File: config.mk
export PLATFORM = sky130hd
export DESIGN_NAME = bht_ctrl
export DESIGN_NICKNAME = d
export VERILOG_FILES = /design/src/rtl/bht_ctrl.sv
export SDC_FILE = /design/constraint.sdc
export NUM_CORES = 1
export LEC_CHECK = 0
export ABC_AREA = 1
export CORE_MARGIN = 10
export CORE_UTILIZATION = 50
export CTS_CLUSTER_DIAMETER = 40
export DETAILED_ROUTE_END_ITERATION = 12
export GPL_TIMING_DRIVEN = 0
export PLACE_DENSITY_LB_ADDON = 0.25
export SLEW_MARGIN = 20
export SYNTH_ARGS = -nofsm -noshare
export SYNTH_HDL_FRONTEND = slang
export SYNTH_SLANG_ARGS = --single-unit
File: constraint.sdc
create_clock -name clk -period 5 [get_ports clk]
set_input_delay 1.5 -clock clk [delete_from_list [all_inputs] [get_ports clk]]
set_output_delay 1.5 -clock clk [all_outputs]
set_load 0.1 [all_outputs]
File: src/rtl/bht_ctrl.sv
// Branch history table of 2-bit saturating counters: init sweep, predict lookups and
// read-modify-write updates on one table port. Define BHT_STATS_EN for upd_cnt/skip_cnt.
module bht_ctrl #(
  parameter int unsigned IDX_W      = 6,
  parameter logic [1:0]  INIT_STATE = 2'b01
) (
  input  logic             clk,
  input  logic             reset,
  input  logic             pred_req,
  input  logic [IDX_W-1:0] pred_idx,
  output logic             pred_ready,
  output logic             pred_vld,
  output logic             pred_taken,
  input  logic             upd_req,
  input  logic [IDX_W-1:0] upd_idx,
  input  logic             upd_torn,
  output logic             upd_ready,
`ifdef BHT_STATS_EN
  output logic             busy,
  output logic [15:0]      upd_cnt,
  output logic [15:0]      skip_cnt
`else
  output logic             busy
`endif
);

  localparam int unsigned DEPTH = 1 << IDX_W;

  localparam logic [1:0] StInit  = 2'd0;
  localparam logic [1:0] StIdle  = 2'd1;
  localparam logic [1:0] StUpdRd = 2'd2;
  localparam logic [1:0] StUpdWr = 2'd3;

  logic [1:0]       table_q [DEPTH];
  logic [1:0]       state_q, state_d;
  logic [IDX_W-1:0] ptr_q, ptr_d;
  logic             last_upd_q, last_upd_d;
  logic             pred_vld_q, pred_vld_d;
  logic             pred_taken_q, pred_taken_d;
  logic [IDX_W-1:0] upd_idx_q, upd_idx_d;
  logic             upd_torn_q, upd_torn_d;
  logic [1:0]       hold_q, hold_d;

  logic             idle, grant_pred, grant_upd;
  logic             wr_skip;
  logic [1:0]       ctr_next;
  logic             tbl_we;
  logic [IDX_W-1:0] tbl_waddr;
  logic [1:0]       tbl_wdata;

  // Arbitration: with both pending, update wins unless it won the previous grant.
  assign idle       = (state_q == StIdle);
  assign pred_ready = idle && (!upd_req || last_upd_q);
  assign upd_ready  = idle && (!pred_req || !last_upd_q);
  assign grant_pred = pred_req && pred_ready;
  assign grant_upd  = upd_req && upd_ready;
  assign busy       = (state_q == StInit);
  assign pred_vld   = pred_vld_q;
  assign pred_taken = pred_taken_q;

  always_comb begin
    wr_skip  = ((hold_q == 2'b00) && !upd_torn_q) || ((hold_q == 2'b11) && upd_torn_q);
    ctr_next = upd_torn_q ? hold_q + 2'd1 : hold_q - 2'd1;
  end

  always_comb begin
    tbl_we    = 1'b0;
    tbl_waddr = ptr_q;
    tbl_wdata = INIT_STATE;
    if (state_q == StInit) begin
      tbl_we = 1'b1;
    end else if ((state_q == StUpdWr) && !wr_skip) begin
      tbl_we    = 1'b1;
      tbl_waddr = upd_idx_q;
      tbl_wdata = ctr_next;
    end
  end

  // Table contents are deliberately not reset; the init sweep rewrites every entry.
  always_ff @(posedge clk) begin
    if (tbl_we) begin
      table_q[tbl_waddr] <= tbl_wdata;
    end
  end

  always_comb begin
    state_d      = state_q;
    ptr_d        = ptr_q;
    last_upd_d   = last_upd_q;
    upd_idx_d    = upd_idx_q;
    upd_torn_d   = upd_torn_q;
    hold_d       = hold_q;
    pred_vld_d   = grant_pred;
    pred_taken_d = grant_pred ? table_q[pred_idx][1] : pred_taken_q;
    case (state_q)
      StInit: begin
        ptr_d = ptr_q + IDX_W'(1);
        if (&ptr_q) begin
          state_d = StIdle;
        end
      end
      StIdle: begin
        if (grant_upd) begin
          upd_idx_d  = upd_idx;
          upd_torn_d = upd_torn;
          last_upd_d = 1'b1;
          state_d    = StUpdRd;
        end else if (grant_pred) begin
          last_upd_d = 1'b0;
        end
      end
      StUpdRd: begin
        hold_d  = table_q[upd_idx_q];
        state_d = StUpdWr;
      end
      StUpdWr: state_d = StIdle;
      default: state_d = StInit;
    endcase
  end

  always_ff @(posedge clk or posedge reset) begin
    if (reset) begin
      state_q      <= StInit;
      ptr_q        <= '0;
      last_upd_q   <= 1'b0;
      pred_vld_q   <= 1'b0;
      pred_taken_q <= 1'b0;
      upd_idx_q    <= '0;
      upd_torn_q   <= 1'b0;
      hold_q       <= 2'b00;
    end else begin
      state_q      <= state_d;
      ptr_q        <= ptr_d;
      last_upd_q   <= last_upd_d;
      pred_vld_q   <= pred_vld_d;
      pred_taken_q <= pred_taken_d;
      upd_idx_q    <= upd_idx_d;
      upd_torn_q   <= upd_torn_d;
      hold_q       <= hold_d;
    end
  end

`ifdef BHT_STATS_EN
  logic [15:0] upd_cnt_q, skip_cnt_q;

  always_ff @(posedge clk or posedge reset) begin
    if (reset) begin
      upd_cnt_q  <= 16'd0;
      skip_cnt_q <= 16'd0;
    end else if (state_q == StInit) begin
      upd_cnt_q  <= 16'd0;
      skip_cnt_q <= 16'd0;
    end else if (state_q == StUpdWr) begin
      upd_cnt_q <= upd_cnt_q + 16'd1;
      if (wr_skip) begin
        skip_cnt_q <= skip_cnt_q + 16'd1;
      end
    end
  end

  assign upd_cnt  = upd_cnt_q;
  assign skip_cnt = skip_cnt_q;
`endif

endmodule

==> summary.txt <==
Critical path
  • Critical setup path kind: in2out
  • Worst R2R Start: state_q[0]
  • Max Fanout on Critical Path: 2
  • Startpoint Class: primary input
  • WP data arrival: 3.28 ns
  • Crit. End Element: output port
  • Reg2reg path depth: 10
  • R2R Setup Slk: 2.34 ns
  • R2r endpoint: table_q[60][0]
  • Required time worst endpoint: 3.50 ns

Die
  • Core Area: 14000 sq um
  • Num ports: 22
  • Die area: 19600 sq um
  • Starting Density: 51.4%
  • Die Ht: 140 microns
  • Die Wd: 140 microns
  • Rows: 43

GRT
  • Vias in the first global route: 5856
  • Total GRT Usage: 22.3%
  • Largest net degree at the start of global routing: 37
  • Total grt overflow: 0
  • First-pass GRT wire length: 33.5 mm
  • Initial antenna violation count: 0

Synthesis
  • Largest family of logic cells by synthesized area: simple AND/OR/NAND/NOR gates
  • Area leader, netlist: edfxtp_1
  • Xor-xnor portion of the synthesized cell area: 0.609%
  • Synth top cells by count: nand2_1, nand3_1, edfxtp_1
  • Synthesized net count: 795
  • Async set-reset flop share out of synthesis: 13.5%
  • Synth Area in Compound Gates: 1.78%
  • Most frequent cell after synthesis: nand2_1
  • Distinct cell type count after synthesis: 26
  • Area contributors post-synth: edfxtp_1, nand2_1, nand3_1
  • Synth top area share: 53.5%
  • Syn Inst Count: 772
  • Mapped cell area: 7190 sq um
  • Yosys warns: 0
  • Sequential-to-total area share from yosys stat: 60.4%
  • Synth Flop Type: edfxtp_1
  • EDFF count, synth: 128
  • Seq cells post-synth: 148
  • Mux cell area share after synthesis: 0%
  • Adder-cell share of the synthesized area: 1.04%
  • Simple-gate portion of the synthesized area: 32.1%
  • Post-Syn Area per Cell: 9.31 sq um

Power
  • Comb power frac: 43.6%
  • PD cells: 630 nW/um^2
  • Pint: 2880 uW
  • Power, Total: 5200 uW
  • Switching power: 2320 uW
  • Sw Share: 44.6%
  • Clk network pwr share: 23.9%
  • Flop pwr share: 32.5%
  • Static Leak: 0.00321 uW
  • VDD IR max: 0.509 mV

Route
  • Via count: 5995
  • DR iter-0 viols: 879
  • DR top layer: met4
  • WL/cell: 21.9 microns
  • DRT Pass-1 Iters: 6
  • Drt total wl: 22.1 mm
  • Routed vias/inst: 5.95
  • Met3 wire length: 2.08 mm
  • ANT nets after route: 0
  • Routed wl met2: 10.5 mm
  • M1 WL: 8.62 mm
  • # DRC: 0

Cells and area
  • P&R area growth vs syn: 14.8%
  • Share of layout cells above drive strength 1: 10.1%
  • Final #Nets: 839
  • Diode count: 0
  • Filler cells: 1227
  • Post-route cell area: 8250 sq um
  • Core Util, Final: 59.0%

Hold path
  • Hold Startpoint: pred_taken
  • Hold depth: 2
  • Hold Path Class: reg2reg
  • Hold endpoint: pred_taken

Placed design
  • I/O Buffers: 18
  • DP Wirelength: 15.0 mm
  • Placed cell areas: 7690 sq um
  • Pre-CTS setup slack: 0.213 ns
  • Final GP Congestion: 0.962

Clock tree
  • Clk_lat worst skew: 0.44 ns
  • H-tree depth: 4
  • Post-CTS Resized: 0
  • Post-CTS setup buffers: 0
  • Clk slew on worst S/H paths: 0.06 ns
  • Max Buffers Root-to-Sink: 2
  • CTS tree: done
  • Clock Sinks: 148
  • Hold Buf Count CTS: 0
  • CTS Buf Count: 17
  • Clock root buffer: clkbuf_16

Timing
  • Setup Skew: 0.00929 ns
  • RSZ-0062 raised after global routing: no
  • Period minus WS final: 4.78 ns
  • Final setup viols: 0
  • Worst-Margin Slew: 0.991 ns
  • Part of the cycle the worst path needs: 95.7%
  • Final Hold Fails: 0
  • Final max-slew violation count: 0
  • Worst slew margin: 33.8%
  • FMAX: 209 MHz
  • Setup WS post-layout: 0.217 ns

Job
  • Maxcap violations: 0

Status
  • Status: finished, final reports clean
cell families (layout without fill, tap and decap cells):
logic type	Yosys count	in the layout
AND/OR/NAND/NOR	521	521
buffers and inverters	71	127
flip-flops	148	148
adder cells (fa/ha/maj)	6	6
XOR/XNOR	5	5
AO/OA/AOI/OAI	21	21
final cells by class:
type                            instances  area, sq um  share of cell area [%]
Sequential cell                       148         4340                    52.6
Multi-Input combinational cell        553         2560                    31.1
Clock buffer                           17          425                    5.16
Timing Repair Buffer                   25          264                    3.20
Tap cell                              180          225                    2.73
Buffer                                 38          165                    2.00
Clock inverter                         14          140                    1.70
Inverter                               33          124                    1.50
worst max path at each step:
| stage | start | end | cells past startpoint |
|---|---|---|---|
| after floorplan | state_q[0] | table_q[0][1] | 5 |
| after detailed placement | upd_req | pred_ready | 3 |
| final | upd_req | pred_ready | 3 |
| after CTS | upd_req | pred_ready | 3 |
| after global placement | state_q[0] | table_q[52][1] | 5 |
| after global routing | upd_req | pred_ready | 3 |
routing by layer:
metal,global-route usage (%),vias up
li1,-,2714
met1,27.9,2872
met2,35.5,334
met3,5.78,75
met4,10.5,0
met5,0,-
layout by cell type, fill, tap and decap left out, types with 2 or more instances in the layout:
cell type,instances
xor2_1,4
clkinv_2,4
clkinv_4,3
nor2_1,74
nand3_1,177
edfxtp_1,128
a21oi_1,11
dfrtp_1,20
clkbuf_16,17
inv_1,27
inv_2,4
buf_4,3
o21ai_0,4
nand2_1,243
o21ai_2,6
buf_2,12
clkinvlp_4,4
clkdlybuf4s50_1,18
ha_1,6
bufinv_16,2
buf_6,4
clkbuf_1,20
nor2_2,4
buf_1,5
nand2_2,9
nand4_2,8
clkinv_1,3
stage by stage:
stage | setup TNS [ns] | hold slack, ns | instances
2_1_floorplan | 0 | 0.463 | 772
3_3_place_gp | -115.28 | 0.468 | 970
5_1_grt | 0 | 0.529 | 1008
4_1_cts | 0 | 0.500 | 1008
6_report | 0 | 0.498 | 1008
3_5_place_dp | 0 | 0.486 | 977
power by group through the flow:
| stage | Combinational (uW) | Sequential, uW | Clock (uW) |
|---|---|---|---|
| global route | 2430 | 1700 | 1300 |
| floorplan | 1380 | 1730 | 0 |
| global placement | 2090 | 1730 | 0 |
| finish | 2260 | 1690 | 1240 |
| CTS | 2220 | 1690 | 1240 |
| detailed placement | 2210 | 1710 | 0 |
worst max-delay path, stage by stage:
cell and delay (ns):
clkdlybuf4s50_1 0.42, a21oi_1 0.20, clkdlybuf4s50_1 1.17
flip-flops by register name, summed over array words and instances, names as in the netlist:
signal,cells
table_q,128
ptr_q,6
upd_idx_q,6
hold_q,2
state_q,2
last_upd_q,1
pred_taken,1
pred_vld,1
upd_torn_q,1
(Power assumes the default switching activity.)
